### src/rtl/rf_scoreboard.sv
// Register file with per-register pending-write scoreboard: two async read ports,
// one sync write port, issue-time reservation. Optional forwarding: RF_BYPASS_EN.
module rf_scoreboard_cell #(
  parameter int WORD_SIZE = 16
) (
  input  logic                 clk,
  input  logic                 reset_n,
  input  logic                 write_hit,
  input  logic                 reserve_hit,
  input  logic                 flush,
  input  logic [WORD_SIZE-1:0] data_w,
  output logic [WORD_SIZE-1:0] data,
  output logic                 busy,
  output logic                 busy_nxt
);
  // Reservation outranks both writeback release and flush; the shared
  // reserve_ok gate already keeps a flush-cycle reservation from reaching here.
  always_comb begin
    busy_nxt = busy;
    if (reserve_hit)    busy_nxt = 1'b1;
    else if (flush)     busy_nxt = 1'b0;
    else if (write_hit) busy_nxt = 1'b0;
  end

  always_ff @(posedge clk or negedge reset_n) begin
    if (!reset_n) begin
      data <= '0;
      busy <= 1'b0;
    end else begin
      if (write_hit) data <= data_w;
      busy <= busy_nxt;
    end
  end
endmodule

module rf_scoreboard #(
  parameter int WORD_SIZE = 16,
  parameter int ADDR_W    = 2
) (
  input  logic                 clk,
  input  logic                 reset_n,
  input  logic [ADDR_W-1:0]    addr1,
  input  logic [ADDR_W-1:0]    addr2,
  output logic [WORD_SIZE-1:0] data1,
  output logic [WORD_SIZE-1:0] data2,
  output logic                 busy1,
  output logic                 busy2,
  input  logic                 write,
  input  logic [ADDR_W-1:0]    addr_w,
  input  logic [WORD_SIZE-1:0] data_w,
  input  logic                 reserve,
  input  logic [ADDR_W-1:0]    addr_r,
  output logic                 reserve_ok,
  input  logic                 flush,
  output logic [ADDR_W:0]      busy_count
);
  localparam int NUM_REGS = 2**ADDR_W;
  localparam int CW       = ADDR_W + 1;

  logic [NUM_REGS-1:0][WORD_SIZE-1:0] rf;
  logic [NUM_REGS-1:0]                busy, busy_nxt;

  // A same-cycle writeback to the target frees it, so the new producer may claim it.
  assign reserve_ok = reserve & (~busy[addr_r] | (write & (addr_w == addr_r))) & ~flush;

  for (genvar g = 0; g < NUM_REGS; g++) begin : g_reg
    rf_scoreboard_cell #(.WORD_SIZE(WORD_SIZE)) u_cell (
      .clk         (clk),
      .reset_n     (reset_n),
      .write_hit   (write && (addr_w == ADDR_W'(g))),
      .reserve_hit (reserve_ok && (addr_r == ADDR_W'(g))),
      .flush       (flush),
      .data_w      (data_w),
      .data        (rf[g]),
      .busy        (busy[g]),
      .busy_nxt    (busy_nxt[g])
    );
  end

  function automatic logic [ADDR_W:0] popcount(input logic [NUM_REGS-1:0] v);
    logic [ADDR_W:0] n;
    n = '0;
    for (int i = 0; i < NUM_REGS; i++) n = n + CW'(v[i]);
    return n;
  endfunction

  // Counting the next-state vector keeps busy_count aligned with busy after each edge.
  always_ff @(posedge clk or negedge reset_n) begin
    if (!reset_n) busy_count <= '0;
    else          busy_count <= popcount(busy_nxt);
  end

`ifdef RF_BYPASS_EN
  logic fwd1, fwd2;
  assign fwd1  = reset_n & write & (addr_w == addr1);
  assign fwd2  = reset_n & write & (addr_w == addr2);
  assign data1 = fwd1 ? data_w : rf[addr1];
  assign data2 = fwd2 ? data_w : rf[addr2];
  assign busy1 = fwd1 ? (reserve_ok & (addr_r == addr1)) : busy[addr1];
  assign busy2 = fwd2 ? (reserve_ok & (addr_r == addr2)) : busy[addr2];
`else
  assign data1 = rf[addr1];
  assign data2 = rf[addr2];
  assign busy1 = busy[addr1];
  assign busy2 = busy[addr2];
`endif
endmodule

### config.mk
export PLATFORM = sky130hd
export DESIGN_NAME = rf_scoreboard
export DESIGN_NICKNAME = d
export VERILOG_FILES = /design/src/rtl/rf_scoreboard.sv
export SDC_FILE = /design/constraint.sdc
export NUM_CORES = 1
export LEC_CHECK = 0
export ABC_AREA = 1
export BUFFER_PORTS_ARGS = -buffer_cell sky130_fd_sc_hd__buf_2
export CAP_MARGIN = 25
export CORE_MARGIN = 2
export CORE_UTILIZATION = 55
export DETAILED_ROUTE_END_ITERATION = 10
export PLACE_DENSITY_LB_ADDON = 0.12
export SYNTH_ARGS = -nofsm -noshare
export SYNTH_HDL_FRONTEND = slang
export SYNTH_SLANG_ARGS = --single-unit
### constraint.sdc
create_clock -name clk -period 2.3 [get_ports clk]
set_input_delay 0.46 -clock clk [delete_from_list [all_inputs] [get_ports clk]]
set_output_delay 0.46 -clock clk [all_outputs]
set_load 0.02 [all_outputs]
Word-level counts from Yosys, hierarchy flattened:

Cells that the tools add are included.

* magnitude comparators: 3
* add/sub/neg operators: 3
* bitwise operators: 6
* equal/unequal tests: 7
* multiplexer cells: 22
* reductions and logical operators: 10

Operator list (number)
* $bmux 16 s2: 2
* $mux 16: 2
* $mux 1: 15
* $lt 2x3->1 const B: 3
* $eq 2x2->1 const B: 4
* $logic_and 1x1->1: 8
* $bmux 1 s2: 3
* $eq 2x1->1 const B: 2
* $logic_not 2->1: 2
* $add 2x1->3: 1
* $add 3x1->3: 1
* $and 1x1->1: 3
* $add 1x1->2: 1
* $eq 2x2->1: 1
* $not 1->1: 2
* $or 1x1->1: 1

* register bits after elaboration: 71

Longest topological paths before layout:

Gate-level depths: netlist (run 1).

* depth in word-level cells: 11
* depth in mapped cells: 13
* gate-level depth less buffers: 13

Modules after synthesis:

Synthesis (run 1) repeated with hierarchy kept, for this count alone.

* cell total of the unflattened synthesis: 533
* area, all modules: 3943.8 µm²

By module, submodules not included
* rf_scoreboard_cell: cells each 73, area an instance 679.4 µm², times used 4, sequential area each 425.4 µm²
* rf_scoreboard: cells each 241, area an instance 1226.2 µm², times used 1, sequential area each 75.1 µm²

Least setup slack after synthesis (run 1):

OpenSTA, ideal clock, no wires.

* path type: input to register
* start point: in addr_r[1]
* end point: reg busy_count[1]
* arrival time: 1.957 ns
* library setup time: 0.126 ns
* stages: 13
* setup slack: 0.217 ns
* path buffers: 0
* path through: inv_1 nand2_1 nand2_1 nor2_1 nand2_1 nand2_2 nand3_1 nand2_2 inv_2 fa_1 inv_1 ha_1 ha_1

* cells in the longest elaborated chain, start to end: 11
* elaborated cells between the ends (all ways): 23

RTL lines
* from (decl): line 52 `input logic [ADDR_W-1:0] addr_r,`
* $bmux 1 s2: line 64 `assign reserve_ok = reserve & (~busy[addr_r] | (write & (addr_w == addr_r))) & ~flush;`
* $mux 1 (not written as such): line 64
* $not 1->1: line 64
* $or 1x1->1: line 64
* $and 1x1->1 (2 in a row): line 64
* $logic_and 1x1->1 (*): line 71 `.reserve_hit (reserve_ok && (addr_r == ADDR_W'(g))),`
* $mux 1 (*): line 20 `if (reserve_hit) busy_nxt = 1'b1;`
* via g_reg[0].u_cell.busy_nxt: line 14 `output logic busy_nxt`
* $add 1x1->2 (*): line 83 `for (int i = 0; i < NUM_REGS; i++) n = n + CW'(v[i]);`
* $add 2x1->3 (*): line 83
* $add 3x1->3 (*): line 83
* to (signal assigned): line 90 `else busy_count <= popcount(busy_nxt);`
* to (decl): line 55 `output logic [ADDR_W:0] busy_count`

The timed path passes the listed nets; every way through them passes the cells marked *. The select of a mux whose other input is x is not followed.
A chain may end at the register's enable or synchronous reset.

Final worst setup path (run 1):

* start point: reg g_reg[0].u_cell.busy
* end point: reg busy_count[1]

* cells in the longest elaborated chain, start to end: 11
* elaborated cells between the ends (all ways): 19

RTL lines
* from (decl): line 13 `output logic busy,`
* from (signal assigned): line 31 `busy <= busy_nxt;`
* $bmux 1 s2: line 64
* $mux 1 (not written as such): line 64
* $not 1->1: line 64
* $or 1x1->1: line 64
* $and 1x1->1 (2 in a row): line 64
* $logic_and 1x1->1: line 71
* $mux 1 (*): line 20
* via g_reg[0].u_cell.busy_nxt: line 14
* $add 1x1->2 (*): line 83
* $add 2x1->3 (*): line 83
* $add 3x1->3 (*): line 83

Marked as above.

==> impl_metrics.env, run 1 <==
export IMPL_critical_path_arrival_ps=2330
export IMPL_initialDrtViolationCount=282
export IMPL_synth_largest_area_cell="sky130_fd_sc_hd__dfrtp_1"
export IMPL_timing_final_ws_setup_ps=193.1
export IMPL_diodes=0
export IMPL_run_status="completed"
export IMPL_dieHeight_um=85.14
export IMPL_drv_max_cap_violation_count=0
export IMPL_cts_reportedPaths_clkPinSlew_ps=70
export IMPL_root_buffer="sky130_fd_sc_hd__clkbuf_8"
export IMPL_filler_cell_count=550
export IMPL_die_area_sq_um=7249
export IMPL_ys_ff_latch=71
export IMPL_holdCritPathClass="input port to asynchronous set/reset pin"
export IMPL_maximum_fanout_count_along_the_critical_path=4
export IMPL_count_of_cell_types_in_the_netlist=15
export IMPL_dpl_worst_slack_ps=-33.54
export IMPL_drt_total_wl_um=9522
export IMPL_dpl_hpwl_um=5986
export IMPL_ios=67
export IMPL_core_area_sq_um=6350
export IMPL_r2r_end="busy_count[1]$_DFF_PN0_"
export IMPL_hold_viol=0
export IMPL_synth_warning_count=0
export IMPL_post_dp_cell_area_sq_um=4091
export IMPL_mappedNetlistArea_sq_um=3621
export IMPL_cts_post_setup_buffers_inserted=0
export IMPL_antenna_violating_nets_post_route=0
export IMPL_postSynthNetCount=506
export IMPL_rsz0062_at_grt="no"
export IMPL_post_route_min_period_ps=2107
export IMPL_cts_tree="done"
export IMPL_maxSlewHeadroom=0.7498
export IMPL_slew_viol_final=0
export IMPL_vias_in_the_first_global_route=3454
export IMPL_globalRouteTotalUtil=0.2813
export IMPL_final_layout_worst_hold_slack_ps=119.4
export IMPL_cp_data_required_time_ps=2530
export IMPL_routed_wire_length_per_instance_um=15.31
export IMPL_critical_path_endpoint_type="flop"
export IMPL_timing_worst_slew_pin_value_ps=375.3
export IMPL_timing_critical_path_from_type="flop"
export IMPL_die_x_um=85.14
export IMPL_post_cts_resized_instances=0
export IMPL_cts_sink_count=71
export IMPL_finalPower_mw=3.326
export IMPL_place_detailed_instances=607
export IMPL_floorplan_rows=29
export IMPL_firstDrtPassIters=5
export IMPL_insertion_delay_ps=340
export IMPL_globalRouteOverflowTotal=0
export IMPL_max_freq_mhz=474.6
export IMPL_first_pass_grt_wire_length_um=16170
export IMPL_final_design_area_no_fill_sq_um=4289
export IMPL_synth_area_top_cells="sky130_fd_sc_hd__dfrtp_1 49%, sky130_fd_sc_hd__o21ai_0 18%, sky130_fd_sc_hd__nand2_1 8.3%, sky130_fd_sc_hd__nor2_1 7.8%, sky130_fd_sc_hd__o22ai_1 5.9%"
export IMPL_cts_buffer_depth=2
export IMPL_initial_core_util=0.5702
export IMPL_skew_ps=3.389
export IMPL_mapped_cells=474
export IMPL_ys_seq_area_frac=0.4907
export IMPL_setup_total_negative_slack_ps=0
export IMPL_place_congestion=0.9203
export IMPL_syn_area_per_cell_sq_um=7.639
export IMPL_setup_violations=0
export IMPL_vias=3524
export IMPL_final_util=0.6755
export IMPL_detail_route_drc_violations=0
export IMPL_holdBufCountCts=0
export IMPL_final_min_period_over_clock_period=0.9161
export IMPL_syn_to_final_growth_pct=18.45
export IMPL_power_per_cell_area_nw_per_um2=775.5
export IMPL_cts_htree_levels=3
export IMPL_rrSetupSlack_ps=190
export IMPL_crit_path_kind="flop to flop"
export IMPL_filler_free_cell_count_of_the_finished_design=622
export IMPL_final_common_cell="sky130_fd_sc_hd__o21ai_0"
export IMPL_standby_leakage_power_nw=2.160
export IMPL_grt_antenna_before_repair=0
export IMPL_worst_ir_drop_vdd_mv=0.6988
export IMPL_mostFrequentLayoutCells="132 x sky130_fd_sc_hd__o21ai_0, 80 x sky130_fd_sc_hd__nand2_1, 75 x sky130_fd_sc_hd__nor2_1"
export IMPL_regToRegStartpoint="g_reg[0].u_cell.busy$_DFF_PN0_"
export IMPL_layout_drive_gt1_share=0.2000
export IMPL_netlist_area_leader_share=0.4907
export IMPL_via_density_per_instance=5.666
export IMPL_final_net_count=573
export IMPL_grt_max_degree=72
export IMPL_worstRegToRegCells=12
export IMPL_cts_buffers=9
export IMPL_numPortBuffers=66
-- worst max-delay path by stage --
stage                                    from                       to  slack [ps]
6_report       g_reg[0].u_cell.busy$_DFF_PN0_  busy_count[1]$_DFF_PN0_         190
2_1_floorplan                       addr_r[1]  busy_count[1]$_DFF_PN0_         220
3_5_place_dp                        addr_r[0]  busy_count[1]$_DFF_PN0_         -30
3_3_place_gp                        addr_r[0]  busy_count[1]$_DFF_PN0_        -0.5
4_1_cts        g_reg[0].u_cell.busy$_DFF_PN0_  busy_count[1]$_DFF_PN0_         210
5_1_grt        g_reg[3].u_cell.busy$_DFF_PN0_  busy_count[1]$_DFF_PN0_          70
-- area by class of cell --
type                            count  area, sq um  area share
Multi-Input combinational cell    341         1593      0.3714
Timing Repair Buffer               86        505.5      0.1179
Clock buffer                       12        155.1     0.03617
Sequential cell                    71         1777      0.4142
Inverter                           32        120.1     0.02800
Clock inverter                      3        42.54    0.009918
Tap cell                           77        96.34     0.02246
-- critical path: stages, from the launching register on --
cell	delay, ps
sky130_fd_sc_hd__dfrtp_1	420
sky130_fd_sc_hd__nand2_1	90
sky130_fd_sc_hd__nand2_1	50
sky130_fd_sc_hd__nand2_1	50
sky130_fd_sc_hd__nand2_1	60
sky130_fd_sc_hd__nand2_2	100
sky130_fd_sc_hd__nand3_1	90
sky130_fd_sc_hd__nand2_2	80
sky130_fd_sc_hd__inv_2	40
sky130_fd_sc_hd__fa_1	530
sky130_fd_sc_hd__inv_1	40
sky130_fd_sc_hd__ha_1	170
sky130_fd_sc_hd__ha_1	270
-- layer usage --
layer	routed length, um	share of wire	global-route usage
met1	4200	0.44	0.3897
met2	4393	0.46	0.4332
met3	766	0.080	0.05253
met4	161	0.017	0.1270
met5	0	0	0
-- kinds of logic after synthesis --
group / after synthesis / synth area share
buf+inv: 62 / 0.06945
flops: 71 / 0.4907
compound gates: 167 / 0.2433
fa+ha+maj: 3 / 0.01244
simple gates: 171 / 0.1842
-- sequential cells by signal, indices dropped and copies added (netlist names) --
name           cells
g.u_cell.busy      4
g.u_cell.data     64
busy_count         3
-- Yosys cell counts (all sizes together) --
| library cell | n |
|---|---|
| fa | 1 |
| nor2 | 75 |
| ha | 2 |
| nand3 | 12 |
| a21boi | 1 |
| buf | 14 |
| o21ai | 132 |
| nand2 | 84 |
| clkbuf | 16 |
| o22ai | 34 |
| dfrtp | 71 |
| inv | 32 |
-- power by group --
part / switching [mW] / internal [mW] / leakage, nW
sequential: 0.140 / 1.44 / 0.893
combinational: 0.470 / 0.280 / 1.17
clock: 0.446 / 0.553 / 0.0985
total: 1.06 / 2.27 / 2.16
Note: power is estimated with default switching activity, not from simulation.
==> run 2, diff against run 1 <==
--- a/config.mk
+++ b/config.mk
@@ -12,6 +12,7 @@
 export CORE_UTILIZATION = 55
 export DETAILED_ROUTE_END_ITERATION = 10
 export PLACE_DENSITY_LB_ADDON = 0.12
+export SLEW_MARGIN = 15
 export SYNTH_ARGS = -nofsm -noshare
 export SYNTH_HDL_FRONTEND = slang
 export SYNTH_SLANG_ARGS = --single-unit
==> constraint.sdc (replaced) <==
create_clock -name clk -period 2.3 [get_ports clk]
set_input_delay 0.345 -clock clk [delete_from_list [all_inputs] [get_ports clk]]
set_output_delay 0.345 -clock clk [all_outputs]
set_load 0.02 [all_outputs]
==> impl_metrics.env, run 2 (synthesized netlist as in run 1, its figures left out) <==
export IMPL_combinationalPowerShare=0.221
export IMPL_r2r_end="busy_count[1]$_DFF_PN0_"
export IMPL_holdBufCountCts=0
export IMPL_run_status="complete, but fails checks"
export IMPL_via_density_per_instance=5.727
export IMPL_initialDrtViolationCount=374
export IMPL_worstSetupEndpoint="busy_count[1]$_DFF_PN0_"
export IMPL_post_route_min_period_ps=2147
export IMPL_globalRouteMet2Util=0.4624
export IMPL_cpMaxStageDelayCell="sky130_fd_sc_hd__fa_1"
export IMPL_diodes=0
export IMPL_grt_max_degree=49
export IMPL_switching_share=0.3190
export IMPL_post_cts_resized_instances=0
export IMPL_first_pass_grt_wire_length_um=16500
export IMPL_initial_core_util=0.5702
export IMPL_grt_busiest_layer="met2"
export IMPL_standby_leakage_power_nw=2.136
export IMPL_worst_ir_drop_vdd_mv=0.4902
export IMPL_multi_input_area_sq_um=1593
export IMPL_detail_route_drc_violations=0
export IMPL_intPower_mw=2.300
export IMPL_cts_buffer_depth=2
export IMPL_power_frac_seq=0.467
export IMPL_final_layout_worst_hold_slack_ps=-14.01
export IMPL_drv_max_cap_violation_count=0
export IMPL_worstSetupStartpoint="g_reg[3].u_cell.busy$_DFF_PN0_"
export IMPL_critical_path_arrival_ps=2390
export IMPL_place_congestion=0.8732
export IMPL_layout_drive_gt1_share=0.1922
export IMPL_insertion_delay_ps=350
export IMPL_max_ffs_per_register=64
export IMPL_grt_antenna_before_repair=0
export IMPL_setup_violations=0
export IMPL_maximum_fanout_count_along_the_critical_path=5
export IMPL_final_net_count=568
export IMPL_cell_family_contributing_the_most_delay_on_the_critical_path="adder cells"
export IMPL_cp_data_required_time_ps=2540
export IMPL_maxSlewHeadroom=0.6102
export IMPL_die_area_sq_um=7249
export IMPL_globalRouteOverflowTotal=0
export IMPL_power_per_cell_area_nw_per_um2=794.3
export IMPL_critical_path_endpoint_type="flop"
export IMPL_syn_to_final_growth_pct=17.42
export IMPL_routed_wire_length_per_instance_um=15.87
export IMPL_crit_chain="nand2_1, nand2_1, nand2_1, nand2_1, nand2_2, nand3_1, nand2_2, inv_2, fa_1, inv_1, ha_1, ha_1"
export IMPL_numPortBuffers=66
export IMPL_cts_htree_levels=3
export IMPL_timing_final_ws_setup_ps=153.3
export IMPL_final_min_period_over_clock_period=0.9333
export IMPL_cp_buffers_inverters=2
export IMPL_worstRegToRegCells=12
export IMPL_dpl_hpwl_um=6237
export IMPL_cts_tree="done"
export IMPL_dieHeight_um=85.14
export IMPL_root_buffer="sky130_fd_sc_hd__clkbuf_8"
export IMPL_drt_total_wl_um=9810
export IMPL_globalRouteTotalUtil=0.2912
export IMPL_setup_total_negative_slack_ps=0
export IMPL_timing_worst_slew_pin_value_ps=584.7
export IMPL_crit_path_frequent_cell="sky130_fd_sc_hd__nand2_1"
export IMPL_vias_in_the_first_global_route=3436
export IMPL_rrSetupSlack_ps=150
export IMPL_mostFrequentLayoutCells="132 x sky130_fd_sc_hd__o21ai_0, 80 x sky130_fd_sc_hd__nand2_1, 75 x sky130_fd_sc_hd__nor2_1"
export IMPL_critPathMaxStageDelay_ps=530
export IMPL_firstDrtPassIters=5
export IMPL_hold_viol=21
export IMPL_grt_met1_usage=0.3931
export IMPL_finalPower_mw=3.377
export IMPL_seq_area_sq_um=1777
export IMPL_ios=67
export IMPL_rsz0062_at_grt="no"
export IMPL_skew_ps=0.5470
export IMPL_filler_cell_count=559
export IMPL_p_switching_mw=1.077
export IMPL_floorplan_rows=29
export IMPL_antenna_violating_nets_post_route=0
export IMPL_die_x_um=85.14
export IMPL_timing_critical_path_from_type="flop"
export IMPL_cts_post_setup_buffers_inserted=0
export IMPL_crit_path_kind="flop to flop"
export IMPL_cts_buffers=9
export IMPL_grt_met3_usage=0.05837
export IMPL_max_freq_mhz=465.8
export IMPL_cts_reportedPaths_clkPinSlew_ps=80
export IMPL_cts_sink_count=71
export IMPL_registers_top_by_ff_count="g.u_cell.data"
export IMPL_regToRegStartpoint="g_reg[3].u_cell.busy$_DFF_PN0_"
export IMPL_crit_cells=12
export IMPL_violations="negative hold slack"
export IMPL_holdCritPathClass="input port to asynchronous set/reset pin"
export IMPL_core_area_sq_um=6350
export IMPL_final_common_cell="sky130_fd_sc_hd__o21ai_0"
export IMPL_dpl_worst_slack_ps=24.89
export IMPL_slew_viol_final=0
export IMPL_vias=3539
export IMPL_biggestRegsByFlops="g.u_cell.data x64, g.u_cell.busy x4, busy_count x3"
export IMPL_clockPowerShare=0.312
-- run 2: cell count changes in the layout (fill, tap and decap cells not counted), sizes merged --
cell	change
buf	-5
clkinv	-1
clkbuf	+2
-- run 2: through the flow --
step,cells,cell area [sq um],utilization
6_report,618,4252,0.6696
5_1_grt,618,4252,0.6696
4_1_cts,618,4252,0.6696
3_5_place_dp,602,4041,0.6365
3_3_place_gp,602,4041,0.6365
2_1_floorplan,474,3621,-
-- run 2: area by class of cell --
class	count	share of cell area
Clock buffer	14	0.04061
Clock inverter	2	0.008829
Inverter	32	0.02825
Multi-Input combinational cell	341	0.3746
Sequential cell	71	0.4179
Tap cell	77	0.02266
Timing Repair Buffer	81	0.1071
-- run 2: worst min path at each step --
stage	startpoint	endpoint	cells after the start	slack, ps
3_5_place_dp	reset_n	g_reg[3].u_cell.data[5]$_DFFE_PN0P_	1	380
2_1_floorplan	reset_n	busy_count[0]$_DFF_PN0_	0	50
6_report	reset_n	g_reg[3].u_cell.data[4]$_DFFE_PN0P_	1	-10
5_1_grt	reset_n	g_reg[3].u_cell.data[5]$_DFFE_PN0P_	1	30
4_1_cts	reset_n	g_reg[3].u_cell.data[4]$_DFFE_PN0P_	1	0.4
3_3_place_gp	reset_n	g_reg[3].u_cell.data[5]$_DFFE_PN0P_	1	370
-- run 2: metal layers --
| layer | wire length [um] | part of all wire |
|---|---|---|
| met1 | 4061 | 0.41 |
| met3 | 885 | 0.090 |
| met4 | 217 | 0.022 |
| met2 | 4646 | 0.47 |
| met5 | 0 | 0 |
-- run 2: power by group through the flow --
stage	Combinational, mW	Sequential (mW)	Clock, mW
after floorplan	0.495	1.57	0
after global placement	0.723	1.59	0
after detailed placement	0.747	1.59	0
after CTS	0.749	1.57	1.06
after global routing	0.841	1.60	1.13
final	0.747	1.58	1.05
